===== src/rtl/ecc_pkg.sv =====
// ecc_pkg: shared constants, types and helpers for the SEC-DED read path.
//   DATA_W / CHK_W / CW_W : data, check-bit and codeword widths
//   scrub_state_t         : scrub write-back FSM states
//   ecc_flags_t           : decoder error flags bundled together
package ecc_pkg;

  localparam int DATA_W = 32;
  localparam int CHK_W  = 7;
  localparam int CW_W   = 39;

  typedef enum logic [0:0] {
    IDLE = 1'b0,
    REQ  = 1'b1
  } scrub_state_t;

  typedef struct packed {
    logic err;
    logic sgl;
    logic dbl;
  } ecc_flags_t;

  // Data field of a codeword; check bits sit above it.
  function automatic logic [DATA_W-1:0] cw_data(input logic [CW_W-1:0] cw);
    return cw[DATA_W-1:0];
  endfunction

endpackage


===== src/rtl/sat_counter.sv =====
// sat_counter: saturating up-counter with synchronous clear.
//   clk, rst_n : clock and synchronous active-low reset
//   clr        : zero the count (an inc in the same cycle still counts)
//   inc        : add one unless already at all-ones
//   cnt        : current count
module sat_counter #(
  parameter int CNT_W = 16
) (
  input  logic             clk,
  input  logic             rst_n,
  input  logic             clr,
  input  logic             inc,
  output logic [CNT_W-1:0] cnt
);

  localparam logic [CNT_W-1:0] CNT_MAX = {CNT_W{1'b1}};
  localparam logic [CNT_W-1:0] CNT_ONE = {{(CNT_W-1){1'b0}}, 1'b1};

  logic [CNT_W-1:0] cnt_r;

  // Count register: clear takes priority, then the increment lands on top of it.
  always_ff @(posedge clk) begin
    if (!rst_n) begin
      cnt_r <= '0;
    end else if (clr) begin
      cnt_r <= inc ? CNT_ONE : '0;
    end else if (inc && (cnt_r != CNT_MAX)) begin
      cnt_r <= cnt_r + CNT_ONE;
    end else begin
      cnt_r <= cnt_r;
    end
  end

  assign cnt = cnt_r;

endmodule


===== src/rtl/ecc_dec_resp.sv =====
// ecc_dec_resp: registered response stage behind the SEC-DED decoder.
//   in_*    : decoder result (codeword, syndrome, flags, address), valid/ready
//   out_*   : corrected read data and poison flag, valid/ready
//   scrub_* : single-entry write-back request of corrected codewords, overflow flag
//   sec_cnt / ded_cnt : saturating single/double error counts
//   log_*   : first-error syndrome/address/type, cleared by log_clr
//   irq     : level interrupt mirroring log_valid
module ecc_dec_resp
  import ecc_pkg::*;
#(
  parameter int ADDR_W = 16,
  parameter int CNT_W  = 16
) (
  input  logic              clk,
  input  logic              rst_n,
  input  logic              in_valid,
  output logic              in_ready,
  input  logic [CW_W-1:0]   in_cw,
  input  logic [CHK_W-1:0]  in_syn,
  input  logic              in_err,
  input  logic              in_sgl,
  input  logic              in_dbl,
  input  logic [ADDR_W-1:0] in_addr,
  output logic              out_valid,
  input  logic              out_ready,
  output logic [DATA_W-1:0] out_data,
  output logic              out_poison,
  output logic              scrub_req,
  input  logic              scrub_ack,
  output logic [ADDR_W-1:0] scrub_addr,
  output logic [CW_W-1:0]   scrub_cw,
  output logic              scrub_ovf,
  output logic [CNT_W-1:0]  sec_cnt,
  output logic [CNT_W-1:0]  ded_cnt,
  output logic              log_valid,
  output logic [CHK_W-1:0]  log_syn,
  output logic [ADDR_W-1:0] log_addr,
  output logic              log_dbl,
  input  logic              log_clr,
  output logic              irq
);

  ecc_flags_t        flags_s;
  logic              acc_s;
  logic              rdy_en_r;
  logic              out_valid_r;
  logic [DATA_W-1:0] out_data_r;
  logic              out_poison_r;
  logic              log_valid_r;
  logic [CHK_W-1:0]  log_syn_r;
  logic [ADDR_W-1:0] log_addr_r;
  logic              log_dbl_r;
  scrub_state_t      state_r;
  scrub_state_t      state_nxt_s;
  logic              load_s;
  logic              drop_s;
  logic              scrub_req_s;
  logic [ADDR_W-1:0] scrub_addr_r;
  logic [CW_W-1:0]   scrub_cw_r;
  logic              scrub_ovf_r;

  assign flags_s = '{err: in_err, sgl: in_sgl, dbl: in_dbl};

  // rdy_en_r keeps in_ready low while reset is held and for that edge only.
  assign in_ready = rdy_en_r & (~out_valid_r | out_ready);
  assign acc_s    = in_valid & in_ready;

  // Ready enable: rises on the first edge after reset is released.
  always_ff @(posedge clk) begin
    if (!rst_n) begin
      rdy_en_r <= 1'b0;
    end else begin
      rdy_en_r <= 1'b1;
    end
  end

  // Output pipeline register: load on accept, drop valid once consumed.
  always_ff @(posedge clk) begin
    if (!rst_n) begin
      out_valid_r  <= 1'b0;
      out_data_r   <= '0;
      out_poison_r <= 1'b0;
    end else if (acc_s) begin
      out_valid_r  <= 1'b1;
      out_data_r   <= cw_data(in_cw);
      out_poison_r <= flags_s.dbl;
    end else if (out_ready) begin
      out_valid_r  <= 1'b0;
      out_data_r   <= out_data_r;
      out_poison_r <= out_poison_r;
    end else begin
      out_valid_r  <= out_valid_r;
      out_data_r   <= out_data_r;
      out_poison_r <= out_poison_r;
    end
  end

  sat_counter #(.CNT_W(CNT_W)) u_sec_cnt (
    .clk   (clk),
    .rst_n (rst_n),
    .clr   (log_clr),
    .inc   (acc_s & flags_s.sgl),
    .cnt   (sec_cnt)
  );

  sat_counter #(.CNT_W(CNT_W)) u_ded_cnt (
    .clk   (clk),
    .rst_n (rst_n),
    .clr   (log_clr),
    .inc   (acc_s & flags_s.dbl),
    .cnt   (ded_cnt)
  );

  // First-error log: a clear in the same cycle re-arms capture for this error.
  always_ff @(posedge clk) begin
    if (!rst_n) begin
      log_valid_r <= 1'b0;
      log_syn_r   <= '0;
      log_addr_r  <= '0;
      log_dbl_r   <= 1'b0;
    end else if (acc_s && flags_s.err && (!log_valid_r || log_clr)) begin
      log_valid_r <= 1'b1;
      log_syn_r   <= in_syn;
      log_addr_r  <= in_addr;
      log_dbl_r   <= flags_s.dbl;
    end else if (log_clr) begin
      log_valid_r <= 1'b0;
      log_syn_r   <= '0;
      log_addr_r  <= '0;
      log_dbl_r   <= 1'b0;
    end else begin
      log_valid_r <= log_valid_r;
      log_syn_r   <= log_syn_r;
      log_addr_r  <= log_addr_r;
      log_dbl_r   <= log_dbl_r;
    end
  end

  // Scrub FSM state register.
  always_ff @(posedge clk) begin
    if (!rst_n) begin
      state_r <= IDLE;
    end else begin
      state_r <= state_nxt_s;
    end
  end

  // Scrub FSM next state: the ack cycle frees the slot for a new entry.
  always_comb begin
    state_nxt_s = state_r;
    load_s      = 1'b0;
    drop_s      = 1'b0;
    case (state_r)
      IDLE: begin
        if (acc_s && flags_s.sgl) begin
          state_nxt_s = REQ;
          load_s      = 1'b1;
        end else begin
          state_nxt_s = IDLE;
        end
      end
      REQ: begin
        if (scrub_ack) begin
          if (acc_s && flags_s.sgl) begin
            state_nxt_s = REQ;
            load_s      = 1'b1;
          end else begin
            state_nxt_s = IDLE;
          end
        end else begin
          state_nxt_s = REQ;
          drop_s      = acc_s & flags_s.sgl;
        end
      end
      default: begin
        state_nxt_s = IDLE;
      end
    endcase
  end

  // Scrub FSM outputs.
  always_comb begin
    scrub_req_s = 1'b0;
    case (state_r)
      IDLE:    scrub_req_s = 1'b0;
      REQ:     scrub_req_s = 1'b1;
      default: scrub_req_s = 1'b0;
    endcase
  end

  // Scrub entry and sticky overflow; a clear plus a drop leaves the flag set.
  always_ff @(posedge clk) begin
    if (!rst_n) begin
      scrub_addr_r <= '0;
      scrub_cw_r   <= '0;
      scrub_ovf_r  <= 1'b0;
    end else begin
      scrub_addr_r <= load_s ? in_addr : scrub_addr_r;
      scrub_cw_r   <= load_s ? in_cw : scrub_cw_r;
      scrub_ovf_r  <= drop_s | (scrub_ovf_r & ~log_clr);
    end
  end

  assign out_valid  = out_valid_r;
  assign out_data   = out_data_r;
  assign out_poison = out_poison_r;
  assign scrub_req  = scrub_req_s;
  assign scrub_addr = scrub_addr_r;
  assign scrub_cw   = scrub_cw_r;
  assign scrub_ovf  = scrub_ovf_r;
  assign log_valid  = log_valid_r;
  assign log_syn    = log_syn_r;
  assign log_addr   = log_addr_r;
  assign log_dbl    = log_dbl_r;
  assign irq        = log_valid_r;

endmodule


===== config.mk =====
export PLATFORM = sky130hd
export DESIGN_NAME = ecc_dec_resp
export DESIGN_NICKNAME = d
export VERILOG_FILES = /design/src/rtl/ecc_pkg.sv /design/src/rtl/sat_counter.sv /design/src/rtl/ecc_dec_resp.sv
export SDC_FILE = /design/constraint.sdc
export NUM_CORES = 1
export LEC_CHECK = 0
export ABC_AREA = 1
export CORE_UTILIZATION = 48
export CTS_CLUSTER_DIAMETER = 40
export CTS_CLUSTER_SIZE = 12
export DETAILED_ROUTE_END_ITERATION = 16
export GPL_TIMING_DRIVEN = 0
export PLACE_DENSITY = 0.92
export SYNTH_ARGS = -nofsm -noshare
export SYNTH_HDL_FRONTEND = slang
export SYNTH_SLANG_ARGS = --single-unit
export TNS_END_PERCENT = 20

===== constraint.sdc =====
create_clock -name clk -period 4.69 [get_ports clk]
set_clock_uncertainty 0.05 [all_clocks]
set_input_delay 0.938 -clock clk [delete_from_list [all_inputs] [get_ports clk]]
set_output_delay 0.938 -clock clk [all_outputs]
set_load 0.02 [all_outputs]

==> summary.txt, run 1 <==
Status
  • Status: finished clean

Place
  • Port bufs: approximately 220
  • Hpwl dp: about 14,000 um
  • Gp weighted congestion: 0.881

Power
  • Int Power: around 2400 uW
  • Reg power frac: 0.422
  • Switching power total: 768 uW
  • Clk pwr share: 0.455
  • Pleak: 0.00351 uW
  • PwrDens: 352 mW/mm^2
  • Gate power share: 0.123
  • Net Sw Frac: 0.241
  • Peak supply drop: 273 uV
  • Power consumption: 3190 uW

Critical path
  • Crit path kind: in2out
  • CP max stage delay: approximately 0.63 ns
  • CP Cell Sequence: clkdlybuf4s50_1 > inv_1 > nand2_2 > inv_1 > nor2_1 > clkdlybuf4s50_1
  • CP Max Fanout: 2
  • CP delay by family, top: buffers and inverters
  • Worst setup EP type: output port
  • CP max stage cell: clkdlybuf4s50_1
  • Required time worst endpoint: 3.70 ns
  • Critical Path Source Type: input port
  • WP buf/inv: 4
  • Worst EP arrival: 2.30 ns

Synthesis
  • Post-synth EDFFs: 0
  • Syn Inst Count: 833
  • Mapped Area: 0.00604 mm^2
  • Synth Area in Compound Gates: 0.123
  • Synth cell types: 30
  • Post-synthesis mux area share: 0
  • Yosys warns: 0
  • Syn Nets: 906
  • FF+latch count, synth: 149
  • Post-Synth Simple-Gate Area: 0.300
  • Post-synthesis adder-cell area fraction: 0.00415
  • Post-Synth XOR/XNOR Area: 0.0145
  • Main combinational cell family by area after synthesis: simple AND/OR/NAND/NOR gates
  • Ys flop type: dfxtp_1
  • Synth async-reset ratio: 0
  • Seq/Total Area, Yosys: 0.494
  • Syn avg cell area: 7.25 um^2

Run
  • Max-cap violations: 0

Timing
  • Slew @ Worst Pin: 0.555 ns
  • Final Critical Period: 3.28 ns
  • Fin. max-slew vios: 0
  • Crit share post-route: 0.700
  • Final TNS setup: 0 ns
  • Relative slew slack: 0.630
  • Final hold viol count: 0
  • Setup violations, final: 0
  • Unrepaired setup endpoints after global routing: no
  • F_max: 305 MHz
  • Worst hold margin: around 0.4 ns

Drt
  • DR vias: between 6k and 7k
  • 1st-iter DRT viols: 741
  • Post-route DRC: 0
  • Routed WL per cell: between 15 and 20 um
  • Final ANT Viol Nets: 0
  • WL final: between 15,000 and 20,000 um
  • Via density: 5.16
  • DR pass1 iterations: 5

Layout
  • Antenna diodes: 0
  • Share of layout cells above drive strength 1: 0.0683
  • Commonest cells after routing, fill and taps aside: clkdlybuf4s50_1, nand2_1, nor2_1, dfxtp_1, a21oi_1
  • Layout area overhead: 50.1%
  • Commonest non-fill, non-tap cell in the layout: clkdlybuf4s50_1
  • Layout Nets: 1,144

Floorplanning
  • Die Y: around 110 um
  • Initial Util: 0.498
  • DIE AREA: 0.0130 mm^2
  • CORE AREA: between 0.01 and 0.015 mm^2
  • Chip Width: 114 um
  • # rows: 40
  • Num ports: 221

Global routing
  • Routing usage on met1: 0.345
  • Met2 Use GR: 0.522
  • Global route overflow: 0
  • GRT Resource Usage Total: 0.306
  • Pin count of the biggest net entering global routing: 17
  • Vias in the first global route: 6,188
  • Gr busiest metal: met2
  • Grt met3 use: 0.106
  • First-pass GRT wire length: 30,600 um
  • Initial antenna violation count: 0

Clocking
  • Root buf cell: clkbuf_16
  • Hold Buf Count CTS: 0
  • H-tree depth: 4
  • PostCTS Resize Cnt: 0
  • Clock sink count: 149
  • Clk buf depth: 2
  • Clock Latency Late Sink: 0.42 ns
  • Clock transition at path regs: roughly 0.06 ns
  • CTS tree: built
  • Post-CTS setup buffer count: 0
  • CTS Buf Count: 17

Min path
  • Hold WC Path Type: reg2reg
==> stage by stage <==
step | setup WS, ns | instance area, um^2 | utilization | std cells
final | 1.41 | 9060 | 0.748 | 1251
after global placement | 1.43 | 8440 | 0.697 | 1220
after CTS | 1.40 | 9060 | 0.748 | 1251
after floorplan | 2.33 | 6040 | - | 833
after global routing | 1.33 | 9060 | 0.748 | 1251
after detailed placement | 1.42 | 8440 | 0.697 | 1220
==> power groups by stage <==
stage               combinational (uW)  clock [uW]  sequential (uW)
CTS                                390        1460             1340
global route                       418        1510             1350
finish                             391        1450             1350
global placement                   380           0             1370
detailed placement                 385           0             1370
floorplan                          120           0             1430
==> per-layer routing <==
metal  share of wire  vias up
li1                -     3137
met1            0.39     2973
met2            0.50      293
met3           0.081       55
met4           0.032        0
met5               0        -
==> tightest hold or removal path, stage by stage (launching register included) <==
cell and delay (ns):
dfxtp_1 0.31, nand2_1 0.06, a21oi_1 0.05
==> state kept, by name, indices dropped and copies added (netlist names) <==
register,cells
scrub_cw,39
out_data,32
log_addr,16
scrub_addr,16
u_ded_cnt.cnt,16
u_sec_cnt.cnt,16
log_syn,7
irq,1
log_dbl,1
out_poison,1
out_valid,1
rdy_en_r,1
scrub_ovf,1
state_r,1
==> synthesized netlist by cell type, types with 2 or more instances <==
cell      instances  area share
nand2_1         195        0.12
dfxtp_1         149        0.49
o21ai_1          15       0.012
buf_2            17       0.014
nand2_2           6      0.0062
nor2_2            5      0.0052
buf_4             3      0.0037
buf_6             3      0.0056
ha_1              2      0.0041
xor2_1           10       0.015
nand4_1           6      0.0062
inv_1            39       0.024
nor2_1          168        0.10
clkbuf_1         19       0.012
o21a_1            2      0.0025
o21ai_0          45       0.037
a21oi_1          79       0.065
nand3_1          52       0.043
o21ai_2           2      0.0029
buf_1             4      0.0025
nor2_4            3      0.0056
==> logic make-up (layout without fill, tap and decap cells) <==
kind of cell / after synthesis / in the layout
AO/OA/AOI/OAI: 145 / 145
adder cells (fa/ha/maj): 2 / 2
flip-flops: 149 / 149
XOR/XNOR: 10 / 10
buffers and inverters: 88 / 338
AND/OR/NAND/NOR: 439 / 439
==> final cells by class <==
cell class,instances,area [um^2]
plain buffers,47,233
clock buffers,22,474
clock inverters,9,150
fillers,882,3050
inverters,41,155
multi-input cells,596,2670
flip-flops and latches,149,2980
well taps,168,210
repair buffers,219,2190
==> worst paths after layout <==
| check | slack (ns) | cells past startpoint | to | from |
|---|---|---|---|---|
| worst max-delay path | 1.41 | 6 | in_ready | out_ready |
| worst min-delay path | 0.41 | 2 | out_data[23]$_SDFFE_PN0N_ | out_data[23]$_SDFFE_PN0N_ |
| worst max register to register | 2.81 | 9 | scrub_cw[12]$_SDFFE_PN0P_ | out_valid$_SDFFE_PN0P_ |
| worst min register to register | 0.41 | 2 | out_data[23]$_SDFFE_PN0N_ | out_data[23]$_SDFFE_PN0N_ |
Note: power is estimated with default switching activity, not from simulation.
==> run 2: changes to the inputs <==
Settings changed: CORE_UTILIZATION 48 to 45, PLACE_DENSITY 0.92 to 0.88.
Clock period 4.69 ns to 3.3 ns, I/O delays scaled along.
==> summary.txt, run 2 (same netlist as run 1, synthesis figures left out) <==
Floorplanning
  • CORE AREA: 0.0128 mm^2 (+5.9%)
  • Die Y: 118 um (+3.2%)
  • Num ports: 221 (unchanged)
  • Initial Util: 0.471 (-0.0277)
  • DIE AREA: 0.0139 mm^2 (+6.6%)
  • # rows: 41 (+2.5%)
  • Chip Width: 118 um (+3.2%)

Global routing
  • First-pass GRT wire length: 30,700 um (+0.13%)
  • Initial antenna violation count: 0 (unchanged)
  • Pin count of the biggest net entering global routing: 17 (unchanged)
  • Vias in the first global route: 6,095 (-1.5%)
  • Global route overflow: 0 (unchanged)
  • GRT Resource Usage Total: 0.281 (-0.0246)

Timing
  • F_max: 368 MHz
  • Relative slew slack: 0.613 (-0.0169)
  • Setup violations, final: 0 (unchanged)
  • Final hold viol count: 0 (unchanged)
  • Unrepaired setup endpoints after global routing: no
  • Slew @ Worst Pin: 0.581 ns (+0.0253 ns)
  • Final TNS setup: 0 ns (unchanged)
  • Final Critical Period: 2.72 ns
  • Worst setup margin: 0.581 ns (-0.826 ns)
  • Crit share post-route: 0.824
  • Fin. max-slew vios: 0 (unchanged)

Status
  • Status: finished clean

Drt
  • 1st-iter DRT viols: 486 (-34%)
  • Post-route DRC: 0 (unchanged)
  • Routed wl met2: 9120 um (-4.5%)
  • DR WL met3: 1550 um (-0.58%)
  • Routed WL per cell: 15.3 um (-0.74%)
  • DR vias: 6,393 (-1.0%)
  • Via density: 5.09 (-1.4%)
  • WL final: 19,200 um (-0.35%)
  • Wl on met1: 7740 um (+2.4%)
  • Top sig layer: met4
  • DR pass1 iterations: 5 (unchanged)
  • Final ANT Viol Nets: 0 (unchanged)

Clocking
  • Clock sink count: 149 (unchanged)
  • Clock Latency Late Sink: 0.43 ns (about the same)
  • CTS Buf Count: 17 (unchanged)
  • CTS tree: built
  • H-tree depth: 4 (unchanged)
  • Root buf cell: clkbuf_16
  • Hold Buf Count CTS: 0 (unchanged)
  • Post-CTS setup buffer count: 0 (unchanged)
  • PostCTS Resize Cnt: 0 (unchanged)
  • Clock transition at path regs: 0.06 ns (about the same)
  • Clk buf depth: 2 (unchanged)

Critical path
  • Worst EP arrival: 2.01 ns (-0.29 ns)
  • R2R Path End: scrub_cw[11]$_SDFFE_PN0P_
  • CP delay by family, top: buffers and inverters
  • CP max stage delay: 0.62 ns (about the same)
  • WP depth: 6 (unchanged)
  • Crit path kind: in2out
  • Critical Path Source Type: input port
  • CP endpoint: in_ready
  • Required time worst endpoint: 2.59 ns (-1.11 ns)
  • CP Cell Sequence: clkdlybuf4s50_1 > inv_1 > nand2_2 > inv_1 > nor2_1 > clkdlybuf4s50_1
  • CP Max Fanout: 2 (unchanged)
  • Setup slack, reg-to-reg: 1.44 ns (-1.37 ns)
  • Worst setup EP type: output port
  • Origin of the critical flop-to-flop path: out_valid$_SDFFE_PN0P_
  • WP buf/inv: 4 (unchanged)
  • First element of the critical path: out_ready
  • Reg2reg path depth: 9 (unchanged)
  • CP max stage cell: clkdlybuf4s50_1

Place
  • Port bufs: 219 (unchanged)
  • Gp weighted congestion: 0.836 (-5.1%)
  • Hpwl dp: 13,600 um (+0.47%)
  • Setup WS pre-CTS: 0.589 ns (-0.829 ns)

Layout
  • Commonest non-fill, non-tap cell in the layout: clkdlybuf4s50_1
  • Layout Nets: 1,144 (unchanged)
  • Share of layout cells above drive strength 1: 0.0673 (-0.000986)
  • Commonest cells after routing, fill and taps aside: clkdlybuf4s50_1, nand2_1, nor2_1, dfxtp_1, a21oi_1
  • Antenna diodes: 0 (unchanged)
  • Max reg flops: 39 (unchanged)
  • Layout area overhead: 49.7%

Power
  • Pleak: 0.00350 uW (-0.32%)
  • PwrDens: 490 mW/mm^2 (+39%)
  • Peak supply drop: 359 uV (+31%)

Min path
  • Hold WC Path Type: reg2reg

Run
  • Max-cap violations: 0 (unchanged)
## run 2: report_power, final
group	total [uW]	internal (uW)	switching, uW
registers	1910	1870	42.9
logic	556	251	305
clock network	1960	1220	741
## run 2: final cells by class
class                   instances  area (um^2)
repair buffers                219         2190
multi-input cells             596         2670
inverters                      41          155
flip-flops and latches        149         2980
plain buffers                  47          233
fillers                      1011         3790
clock inverters                 9          126
clock buffers                  23          468
well taps                     172          215
## run 2: how the worst min path moves through the flow
stage	startpoint	endpoint	slack (ns)	depth (start not counted)
3_3_place_gp	log_dbl$_SDFFE_PN0P_	log_dbl$_SDFFE_PN0P_	0.40	2
3_5_place_dp	log_syn[4]$_SDFFE_PN0P_	log_syn[4]$_SDFFE_PN0P_	0.40	2
4_1_cts	log_addr[3]$_SDFFE_PN0P_	log_addr[3]$_SDFFE_PN0P_	0.41	2
2_1_floorplan	log_addr[5]$_SDFFE_PN0P_	log_addr[5]$_SDFFE_PN0P_	0.49	2
6_report	log_addr[0]$_SDFFE_PN0P_	log_addr[0]$_SDFFE_PN0P_	0.41	2
5_1_grt	log_syn[4]$_SDFFE_PN0P_	log_syn[4]$_SDFFE_PN0P_	0.43	2
## run 2: per-stage QoR
step	power [uW]	instance area [um^2]	util	std cells	hold slack, ns
6_report	4430	9040	0.705	1256	0.413
5_1_grt	4560	9040	0.705	1256	0.429
4_1_cts	4440	9040	0.705	1256	0.413
3_5_place_dp	2500	8440	0.658	1224	0.403
3_3_place_gp	2490	8440	0.658	1224	0.398
2_1_floorplan	2200	6040	-	833	0.486
## run 2: metal layers
metal | global-route usage | up-vias
li1 | - | 3157
met1 | 0.315 | 2938
met2 | 0.469 | 242
met3 | 0.0945 | 56
met4 | 0.151 | 0
met5 | 0 | -
## run 2: tightest hold or removal path: stages, from the launching register on
cell and delay (ns):
dfxtp_1 0.31, nand2_1 0.06, a21oi_1 0.05
==> run 3: changes to the inputs <==
Clock period 3.3 ns to 2.8 ns, I/O delays scaled along.
==> results of run 3 <==
The final DEF is identical to that of run 2. Status: finished clean.
Main changes from that run: setup slack after placement 0.589 ns -> 0.223 ns; setup slack after layout 0.581 ns -> 0.281 ns; register-to-register setup slack 1.44 ns -> 0.94 ns; total power 4430 uW -> 5220 uW; worst IR drop on VDD 359 uV -> 424 uV
